<file path="src/rtl/dff_bank_arbiter.sv">
// dff_bank_arbiter
//   Shares one bank of NREG x WIDTH flip-flop registers between NREQ requesters.
//   A round-robin arbiter picks one request per IDLE cycle. A two-state FSM
//   (IDLE/EXEC) then executes it, so the block completes at most one command
//   every two cycles.
// Ports
//   clk    : clock; all state updates on posedge
//   rst    : synchronous active-high reset
//   req    : per-requester request (level, held until ack)
//   cmd    : per-requester command, 2 bits each (WRITE/CLEAR/SET/READ)
//   addr   : per-requester register index, AW bits each
//   wdata  : per-requester write data, WIDTH bits each
//   gnt    : one-hot grant, asserted during EXEC
//   ack    : one-cycle completion pulse during EXEC
//   err    : with ack, flags an out-of-range address (bank untouched)
//   rdata  : post-operation value of the addressed register, valid with ack
//   busy   : high while in EXEC
//   q_all  : parallel view of the bank, reg i at [i*WIDTH +: WIDTH]
module dff_bank_arbiter #(
   parameter  int unsigned NREQ  = 4,
   parameter  int unsigned NREG  = 8,
   parameter  int unsigned WIDTH = 8,
   localparam int unsigned AW    = $clog2(NREG)
) (
   input  logic                  clk,
   input  logic                  rst,
   input  logic [NREQ-1:0]       req,
   input  logic [2*NREQ-1:0]     cmd,
   input  logic [AW*NREQ-1:0]    addr,
   input  logic [WIDTH*NREQ-1:0] wdata,
   output logic [NREQ-1:0]       gnt,
   output logic                  ack,
   output logic                  err,
   output logic [WIDTH-1:0]      rdata,
   output logic                  busy,
   output logic [NREG*WIDTH-1:0] q_all
);

   localparam int unsigned RW = $clog2(NREQ);

   typedef enum logic {IDLE, EXEC} state_t;
   typedef enum logic [1:0] {CMD_WRITE, CMD_CLEAR, CMD_SET, CMD_READ} cmd_t;

   state_t           state;
   logic [RW-1:0]    rr;
   logic [RW-1:0]    win;
   logic             found;
   cmd_t             op_cmd;
   logic [AW-1:0]    op_addr;
   logic [WIDTH-1:0] op_wdata;
   logic [WIDTH-1:0] cur;
   logic [1:0]       sel_cmd;
   logic [AW-1:0]    sel_addr;
   logic [WIDTH-1:0] sel_wdata;
   logic [WIDTH-1:0] bank [NREG];

   // Round-robin search starting at rr, wrapping at NREQ-1.
   always_comb begin
      win   = '0;
      found = 1'b0;
      for (int unsigned k = 0; k < NREQ; k++) begin
         if (!found && req[(32'(rr) + k) % NREQ]) begin
            found = 1'b1;
            win   = RW'((32'(rr) + k) % NREQ);
         end
      end
   end

   assign sel_cmd   = cmd[win*2 +: 2];
   assign sel_addr  = addr[win*AW +: AW];
   assign sel_wdata = wdata[win*WIDTH +: WIDTH];

   // Decoded read of the latched address; loop avoids indexing past NREG.
   always_comb begin
      cur = '0;
      for (int unsigned i = 0; i < NREG; i++) begin
         if (op_addr == AW'(i)) cur = bank[i];
      end
   end

   // rdata shows the value the register will hold after the EXEC->IDLE edge.
   always_comb begin
      rdata = '0;
      if (state == EXEC && !err) begin
         case (op_cmd)
            CMD_WRITE: rdata = op_wdata;
            CMD_CLEAR: rdata = '0;
            CMD_SET:   rdata = '1;
            default:   rdata = cur;
         endcase
      end
   end

   always_comb begin
      q_all = '0;
      for (int unsigned i = 0; i < NREG; i++) begin
         q_all[i*WIDTH +: WIDTH] = bank[i];
      end
   end

   always_ff @(posedge clk) begin
      if (rst) begin
         state    <= IDLE;
         rr       <= '0;
         gnt      <= '0;
         ack      <= 1'b0;
         err      <= 1'b0;
         busy     <= 1'b0;
         op_cmd   <= CMD_WRITE;
         op_addr  <= '0;
         op_wdata <= '0;
         for (int unsigned i = 0; i < NREG; i++) bank[i] <= '0;
      end else begin
         case (state)
            IDLE: begin
               if (|req) begin
                  state    <= EXEC;
                  op_cmd   <= cmd_t'(sel_cmd);
                  op_addr  <= sel_addr;
                  op_wdata <= sel_wdata;
                  err      <= ({1'b0, sel_addr} >= (AW+1)'(NREG));
                  gnt      <= NREQ'(1) << win;
                  ack      <= 1'b1;
                  busy     <= 1'b1;
                  rr       <= (win == RW'(NREQ-1)) ? '0 : win + 1'b1;
               end
            end
            EXEC: begin
               if (!err) begin
                  for (int unsigned i = 0; i < NREG; i++) begin
                     if (op_addr == AW'(i)) begin
                        case (op_cmd)
                           CMD_WRITE: bank[i] <= op_wdata;
                           CMD_CLEAR: bank[i] <= '0;
                           CMD_SET:   bank[i] <= '1;
                           default:   bank[i] <= bank[i];
                        endcase
                     end
                  end
               end
               state <= IDLE;
               gnt   <= '0;
               ack   <= 1'b0;
               err   <= 1'b0;
               busy  <= 1'b0;
            end
            default: state <= IDLE;
         endcase
      end
   end

endmodule

</file>
<file path="config.mk">
export PLATFORM = sky130hd
export DESIGN_NAME = dff_bank_arbiter
export DESIGN_NICKNAME = d
export VERILOG_FILES = /design/src/rtl/dff_bank_arbiter.sv
export SDC_FILE = /design/constraint.sdc
export NUM_CORES = 1
export LEC_CHECK = 0
export ABC_AREA = 1
export BUFFER_PORTS_ARGS = -buffer_cell sky130_fd_sc_hd__buf_2
export CAP_MARGIN = 0
export CORE_ASPECT_RATIO = 0.5
export CORE_UTILIZATION = 53
export CTS_CLUSTER_SIZE = 8
export DETAILED_ROUTE_END_ITERATION = 10
export PLACE_DENSITY = 0.8
export SYNTH_ARGS = -nofsm -noshare
export SYNTH_HDL_FRONTEND = slang
export SYNTH_SLANG_ARGS = --single-unit
</file>
<file path="constraint.sdc">
create_clock -name clk -period 3.2 [get_ports clk]
set_input_delay 0.64 -clock clk [delete_from_list [all_inputs] [get_ports clk]]
set_output_delay 0.64 -clock clk [all_outputs]
set_load 0.02 [all_outputs]
</file>
# Word level (Yosys, flattened, before mapping)
# Memory sizes are Yosys's and may differ from the RTL's.
# Cells that the tools add are included.
[totals]
register_bits = 22
mem_bits_rw = 64
inputBits = 58
output_inout_bits = 79
word_cells = 311
mem_count = 1
[memory_table]
columns = ["memory", "depth", "word_bits", "read_ports", "rd_ports_with_merged_regs", "write_ports", "line_no", "rtl"]
rows = [
  ["bank", 8, 8, 8, 0, 8, "55", "logic [WIDTH-1:0] bank [NREG];"],
]
[op_classes]
addsub = 4
mul = 1
n_lt_le_gt_ge = 4
eq_ne = 11
shifts = 4
n_mux = 232
n_bitwise = 33
reduce_logical = 13
[ops]
columns = ["cell", "n"]
rows = [
  ["$mux 8", 41],
  ["$mux 1", 176],
  ["$or 1x1->1", 32],
  ["$shiftx 32x6->8", 1],
  ["$pmux 8 s3", 1],
  ["$eq 3x3->1 const B", 4],
  ["$lt 2x3->1 const B", 4],
  ["$shiftx 12x5->3", 1],
  ["$mux 2", 5],
  ["$bmux 1 s2", 4],
  ["$pmux 4 s2", 1],
  ["$shiftx 8x4->2", 1],
  ["$eq 3x2->1 const B", 2],
  ["$pmux 1 s2", 3],
  ["$add 2x1->2 const B", 2],
  ["$add 2x2->2 const B", 2],
  ["$eq 2x2->1 const B", 2],
  ["$logic_and 1x1->1", 4],
  ["$logic_not 1->1", 4],
  ["$mul 2x2->4 const B", 1],
  ["$mux 4", 1],
  ["$reduce_or 4->1", 1],
  ["$shl 1x2->4 const A", 1],
  ["$eq 3x1->1 const B", 1],
  ["other kinds (7)", 7],
]

# Logic depth before layout (Yosys ltp)
# Gate-level depths: netlist (run 1).
[logic_depth]
word_depth = 15
ltp_mapped = 18
depth_no_buf = 15

# Worst setup path after synthesis (run 1)
# No wires, ideal clock.
[synth_timing]
path_kind = "input -> register"
start = "input port rst"
end = "memory bank[6][0], in the netlist bank[1][16], enable pin"
setup_ns = 0.384
arrival_time_ns = 2.157
required_ns = 2.816
setup_slack_ns = 0.659
stages = 6
n_path_buf = 1
path_cell_list = "nor2_2 > inv_2 > nor3_2 > buf_4 > nor3_1 > o21ai_0"
[synth_lines]
columns = ["item", "line_no", "rtl"]
rows = [
  ["start: declaration", "26", "input logic rst,"],
  ["end: declaration", "55", ""],
]

# Final worst setup path (run 1)
[layout_timing]
start = "register op_addr[2]"
end = "output port rdata[5]"
[layout_between]
elab_chain_cells = 11
elab_cells_between_ends = 18
classes_between = "7 x eq/ne; 10 x mux; 1 x reduce/logical"
[layout_lines]
columns = ["item", "line_no", "rtl"]
rows = [
  ["start: declaration", "49", "logic [AW-1:0] op_addr;"],
  ["start signal: assignment", "119", "op_addr <= sel_addr;"],
  ["$logic_not 3->1", "77", "if (op_addr == AW'(i)) cur = bank[i];"],
  ["$mux 8 (7 in series)", "77", ""],
  ["$mux 8 (*)", "77", ""],
  ["$pmux 8 s3 (*)", "85", "case (op_cmd)"],
  ["$mux 8 (*)", "84", "if (state == EXEC && !err) begin"],
  ["end: declaration", "34", "output logic [WIDTH-1:0] rdata,"],
]
# Every way passes the cells marked *; elsewhere a longest branch is shown, timed or not.

==> results of run 1 <==
==> per-stage QoR <==
| stage | area [um2] | setup slack, ns |
|---|---|---|
| 2_1_floorplan | 4937 | 0.6589 |
| 3_3_place_gp | 5703 | 0.4991 |
| 3_5_place_dp | 5703 | 0.3866 |
| 4_1_cts | 6017 | 0.3132 |
| 5_1_grt | 6017 | 0.1991 |
| 6_report | 6017 | 0.3183 |
==> state kept, by name, indices dropped and copies added, names as in the netlist <==
| name | cells |
|---|---|
| bank | 64 |
| op_wdata | 8 |
| gnt | 4 |
| op_addr | 3 |
| op_cmd | 2 |
| rr | 2 |
| busy | 1 |
| state | 1 |
==> cell type report <==
class / count / share of cell area
Sequential cell: 85 / 0.3893
Tap cell: 117 / 0.02433
Timing Repair Buffer: 148 / 0.1285
Clock buffer: 14 / 0.04575
Multi-Input combinational cell: 392 / 0.3200
Inverter: 136 / 0.08567
Clock inverter: 2 / 0.006446
==> where the power goes <==
| part | switching (W) | internal (W) | leakage [nW] | total [W] |
|---|---|---|---|---|
| logic | 0.00131 | 0.000585 | 2.24 | 0.00190 |
| registers | 0.000206 | 0.00137 | 0.836 | 0.00158 |
| clock network | 0.000409 | 0.000676 | 0.152 | 0.00108 |
==> metal layers <==
metal	share of wire	wire (um)	GRT usage	vias up
met1	0.42	5736	0.3901	2230
met2	0.46	6300	0.4574	266
met4	0.013	174	0.09613	0
met3	0.10	1360	0.05350	26
li1	-	-	-	2341
met5	0	0	0	-
==> critical path, delay by kind of cell, from the launching register on <==
family | cells | cell delay [ns]
AO/OA/AOI/OAI | 2 | 0.65
buffers and inverters | 3 | 0.50
flip-flops | 1 | 0.42
AND/OR/NAND/NOR | 3 | 0.33
==> placed cells by master, fill, tap and decap left out, drive strengths merged <==
cell,Yosys,final
o21bai,1,1
o21ai,22,22
nor4,3,3
nand3b,2,2
buf,12,148
a41oi,7,7
a221oi,7,7
nor2,17,17
and2,1,1
nor3,9,9
nand2,173,173
a32o,4,4
dfxtp,21,21
nand4,2,2
clkinv,1,2
inv,135,135
clkbuf,16,14
edfxtp,64,64
ha,4,4
a21oi,55,55
bufinv,0,1
nand3,77,77
o211ai,7,7
conb,1,1
==> logic make-up (layout without fill, tap and decap cells) <==
logic type / count (synthesis) / after routing / share of synthesized area
AO/OA/AOI/OAI: 103 / 103 / 0.1282
adder cells (fa/ha/maj): 4 / 4 / 0.01014
buffers and inverters: 164 / 300 / 0.1356
flip-flops: 85 / 85 / 0.4744
other: 1 / 1 / 0.0007595
AND/OR/NAND/NOR: 284 / 284 / 0.2509
==> worst max-delay path by stage <==
stage                        to        from  slack [ns]  cells after the start
floorplan           bank[1][16]         rst        0.66                      6
global placement          rr[1]      req[3]        0.50                     10
detailed placement       gnt[0]      req[3]        0.39                     10
CTS                    rdata[3]  op_addr[2]        0.31                      8
global route           rdata[5]  op_addr[2]        0.20                      8
finish                 rdata[5]  op_addr[2]        0.32                      8
==> results.txt, run 1 <==
clock tree from TritonCTS = done
cell taking the most area after synthesis = sky130_fd_sc_hd__edfxtp_1
total power per unit cell area = 757.4 mW/mm2
Crit path required time = 2.56 ns
placed insts = 878
footprint of the multi-input gates = 0.001926 mm2
Setup Fix Bufs, Post-CTS = 0
number of primary I/O pins = 137
dpl hpwl = 10280 um
WHS Endpoint = gnt[3]
share of synthesized flip-flops with an asynchronous set or reset = 0
Min Clock Period, post-route = 2.882 ns
TritonCTS Buffers = 9
crit path capture type = primary output
Netlist cell types = 36
MaxCap Viol Count = 0
Post-Route WL = 13570 um
number of synthesized flops with an enable pin = 64
die footprint = 0.009729 mm2
overall overflow remaining after global route = 0
post-route clock period utilization = 0.9005
Tightest Pin Transition = 0.5892 ns
unrepaired setup endpoints after global routing = no
number of instances in the synthesized netlist = 641
PostCTS Resize Cnt = 0
Final Hold Vio Count = 0
peak clock frequency supported by timing = 347.0 MHz
leading post-synthesis cells by cell area = sky130_fd_sc_hd__edfxtp_1 (39%), sky130_fd_sc_hd__nand2_1 (13%), sky130_fd_sc_hd__inv_1 (9.9%)
total iterations of the first detailed-routing run = 10
leading cell type by number of instances after synthesis = sky130_fd_sc_hd__nand2_1
cell type of the slowest stage on the worst timing path = sky130_fd_sc_hd__a221oi_1
startpoint of the lowest-slack register-to-register path = rr[0]
combined global-route utilization of all metal layers = 0.2847
kind of launch point of the worst setup path = flip-flop
vias in the first global route = 4306
H-tree depth reported by CTS = 3
failing checks = DRC
initial antenna violation count = 0
leakage power of the design = 3.223 nW
highest fanout seen on the critical path = 11
Die Y-Extent = 70.25 um
wire length of the first global-routing pass = 21360 um
post-DR vias/cell = 5.440
minimum hold slack = 0.5091 ns
number of core rows = 24
count of synthesis-stage warnings from yosys = 0
average routed wire per standard cell = 15.18 um
final non-filler cell total = 894
total DRC errors in the routed layout = 14
count of routing violations after the opening detailed-route iteration = 570
number of buffers inserted by hold repair at cts = 0
register-to-register path setup slack = 0.51 ns
CP Cell Sequence = inv_1, nand2_1, inv_1, nand2_1, nand3_1, a221oi_1, a41oi_1, buf_2
Post-Route Utilization = 0.6792
Layout area overhead = 21.87%
weighted congestion at the end of routability-driven global placement = 0.8757
average size of a mapped cell = 7.702 um2
setup_tns = 0 ns
worst ir drop on vdd = 448.0 uV
Bufs on Longest Clock Path = 2
sequential cell area fraction in the yosys report = 0.4744
routed vias = 4863
Port-buffer cells = 135
final setup violation count = 0
cell area after technology mapping = 0.004937 mm2
worst min-delay path class = reg2reg
origin of the worst min-delay path = gnt[3]
ratio of cells with drive above 1 in the final layout = 0.2278
worst reg2reg endpoint = gnt[2]
largest net degree at the start of global routing = 31
number of slew-limit violations in the final report = 0
primary flip-flop cell chosen by synthesis mapping = sky130_fd_sc_hd__edfxtp_1
most instantiated cells after synthesis = sky130_fd_sc_hd__nand2_1 (169), sky130_fd_sc_hd__inv_1 (130), sky130_fd_sc_hd__nand3_1 (77), sky130_fd_sc_hd__edfxtp_1 (64), sky130_fd_sc_hd__a21oi_1 (54)
post-layout power = 0.004557 W
Clock Sink Count = 85
net total in the final layout = 834
clock network latency to the later pin of the worst-skew pair = 0.34 ns
post-synthesis sequential element count = 85
FILL cells = 723
arrival time worst endpoint = 2.24 ns
kind of critical path = reg2out
delay contributed by the slowest stage of the critical path = 0.48 ns
Clock Skew = 0.006546 ns
# diodes = 0
Final ANT Viol Nets = 0
status = finished, violations left
Core Box Area = 0.008859 mm2
clock-pin slew of the registers on the worst-case setup and hold paths = 0.06 ns
area share of the largest cell type after synthesis = 0.3893
post-synth net total = 703
x dimension of the die = 138.5 um
flip-flop and latch area = 0.002342 mm2
number of stages on the worst hold path = 1
Max-slew headroom = 0.6068
Reg2Reg Depth = 8
clock root cell = sky130_fd_sc_hd__clkbuf_16
initial standard-cell utilization of the core = 0.5573
Power figures use the tool's default switching activity.
==> inputs of run 2 (changes only) <==
- CORE_MARGIN: unset -> 1
- CORE_UTILIZATION: 53 -> 30
- PLACE_DENSITY: 0.8 -> 0.5
==> run 2 against run 1 <==
Against the previous run:
- the flow now finishes without violations
- first-iteration DRC count down 51%
- non-clock buffer count up 5
- sequential cell count unchanged
- critical path depth unchanged
- clock skew about the same
- sequential share of layout area down 0.84 points
- die area up 75%
- final cell count up 12%
- setup slack better by 0.067 ns
- clock-buffer cell count down 2
- sequential power about the same
- total power down 1.2%
- critical endpoint unchanged
- largest cell class unchanged
- largest power group unchanged
==> results.txt, run 2 (synthesis gave the netlist of run 1 again) <==
status = complete, no violations
total DRC errors in the routed layout = 0 (-14)
Layout area overhead = 24.56%
clock root cell = sky130_fd_sc_hd__clkbuf_16
TritonCTS Buffers = 9 (unchanged)
die footprint = 0.01701 mm2 (+75%)
setup_tns = 0 ns (unchanged)
combined global-route utilization of all metal layers = 0.1834 (-0.1013)
number of buffers and inverters on the critical path = 3 (unchanged)
net total in the final layout = 839 (+0.60%)
# diodes = 0 (unchanged)
post-DR vias/cell = 4.631 (-15%)
minimum setup slack after placement = 0.4615 ns (+0.07491 ns)
average routed wire per standard cell = 15.09 um (-0.57%)
Core Box Area = 0.01574 mm2 (+78%)
MaxCap Viol Count = 0 (unchanged)
flip-flop count of the largest register after layout = 64 (unchanged)
clock-pin slew of the registers on the worst-case setup and hold paths = 0.06 ns (about the same)
highest fanout seen on the critical path = 7 (-4)
Post-Route WL = 15140 um (+12%)
crit path capture type = primary output
number of slew-limit violations in the final report = 0 (unchanged)
dpl hpwl = 11920 um (+16%)
peak clock frequency supported by timing = 355.3 MHz (+2.4%)
x dimension of the die = 183.4 um (+32%)
arrival time worst endpoint = 2.17 ns (-0.07 ns)
met3 wirelength from detailed routing = 905 um (-33%)
Min Clock Period, post-route = 2.815 ns (-0.06702 ns)
total power per unit cell area = 732.2 mW/mm2 (-3.3%)
Max-slew headroom = 0.6298 (+0.02297)
PostCTS Resize Cnt = 0 (unchanged)
FILL cells = 1660 (+130%)
Largest regs = bank (64), op_wdata (8), gnt (4)
commonest non-fill, non-tap cell in the layout = sky130_fd_sc_hd__nand2_1
clock tree from TritonCTS = done
Setup Fix Bufs, Post-CTS = 0 (unchanged)
Port-buffer cells = 135 (unchanged)
wire length of the first global-routing pass = 23760 um (+11%)
clock network latency to the later pin of the worst-skew pair = 0.34 ns (about the same)
register-to-register path setup slack = 0.58 ns (+0.07 ns)
setup slack of the critical path after layout = 0.3853 ns (+0.06702 ns)
weighted congestion at the end of routability-driven global placement = 0.8570 (-2.1%)
delay contributed by the slowest stage of the critical path = 0.45 ns (-0.03 ns)
Tightest Pin Transition = 0.5533 ns (-0.03586 ns)
initial antenna violation count = 0 (unchanged)
Crit path required time = 2.56 ns (about the same)
routed length on met2 = 6429 um (+2.0%)
H-tree depth reported by CTS = 3 (unchanged)
Final Hold Vio Count = 0 (unchanged)
number of buffers inserted by hold repair at cts = 0 (unchanged)
number of primary I/O pins = 137 (unchanged)
ratio of cells with drive above 1 in the final layout = 0.2327 (+0.004937)
final setup violation count = 0 (unchanged)
number of core rows = 32 (+33%)
post-layout power = 0.004503 W (-1.2%)
largest net degree at the start of global routing = 31 (unchanged)
count of routing violations after the opening detailed-route iteration = 279 (-51%)
Final ANT Viol Nets = 0 (unchanged)
leakage power of the design = 3.230 nW (+0.19%)
total iterations of the first detailed-routing run = 5 (-5)
kind of launch point of the worst setup path = flip-flop
Top Metal Used = met4
Bufs on Longest Clock Path = 2 (unchanged)
highest-count cells in the layout ignoring fill and taps = sky130_fd_sc_hd__nand2_1 (169), sky130_fd_sc_hd__buf_2 (135), sky130_fd_sc_hd__inv_1 (130), sky130_fd_sc_hd__nand3_1 (77), sky130_fd_sc_hd__edfxtp_1 (64)
initial standard-cell utilization of the core = 0.3138 (-0.2436)
CP Cell Sequence = inv_1, nand2_1, inv_1, nand2_1, nand3_1, a221oi_1, a41oi_1, buf_2
overall overflow remaining after global route = 0 (unchanged)
Die Y-Extent = 92.71 um (+32%)
post-route clock period utilization = 0.8796 (-0.02094)
met1 wire length = 7636 um (+33%)
vias in the first global route = 4430 (+2.9%)
cell type of the slowest stage on the worst timing path = sky130_fd_sc_hd__a221oi_1
Biggest register = bank
worst ir drop on vdd = 224.3 uV (-50%)
Clock Skew = 0.006295 ns (-0.0002506 ns)
unrepaired setup endpoints after global routing = no
worst min-delay path class = reg2reg
Clock Sink Count = 85 (unchanged)
kind of cell with the highest combined delay on the critical path = compound AO/OA/AOI/OAI gates
kind of critical path = reg2out
routed vias = 4645 (-4.5%)
[run 2: where the power goes]
group          internal (W)  switching [W]  total, W  leakage [nW]
clock              0.000568       0.000411  0.000979         0.135
combinational      0.000613        0.00133   0.00195          2.26
sequential          0.00137       0.000204   0.00158         0.836
[run 2: path summary, 6_finish.rpt]
path	startpoint	depth (start not counted)	end
max reg2reg	rr[0]	12	rr[1]
min	busy	2	busy
max	op_addr[2]	8	rdata[5]
min reg2reg	busy	2	busy
[run 2: per-layer routing]
metal  global-route usage  vias to the layer above
met5                    0                        -
met4              0.04375                        0
met3              0.03539                       16
met2               0.2765                      156
met1               0.2678                     2115
li1                     -                     2358
[run 2: final cells by class]
class                      instances  area [um2]  share of cell area
multi-input combinational        392        1926              0.3131
inverter                         136       515.5             0.08382
clock inverter                     4       21.27            0.003459
sequential                        85        2342              0.3809
timing repair buffer             153       810.8              0.1318
clock buffer                      12       257.7             0.04191
tap                              221       276.5             0.04496
[run 2: tightest hold or removal path: stages, from the launching register on]
cell and delay (ns):
sky130_fd_sc_hd__dfxtp_1 0.35, sky130_fd_sc_hd__o211ai_1 0.10, sky130_fd_sc_hd__inv_1 0.05
[run 2: per-stage QoR]
step | area [um2] | hold slack [ns] | utilization | instances
after floorplan | 4937 | 0.5280 | - | 641
after global placement | 5871 | 0.5153 | 0.3731 | 987
after detailed placement | 5871 | 0.5273 | 0.3731 | 987
after CTS | 6150 | 0.5403 | 0.3908 | 1003
after global routing | 6150 | 0.5655 | 0.3908 | 1003
final | 6150 | 0.5267 | 0.3908 | 1003
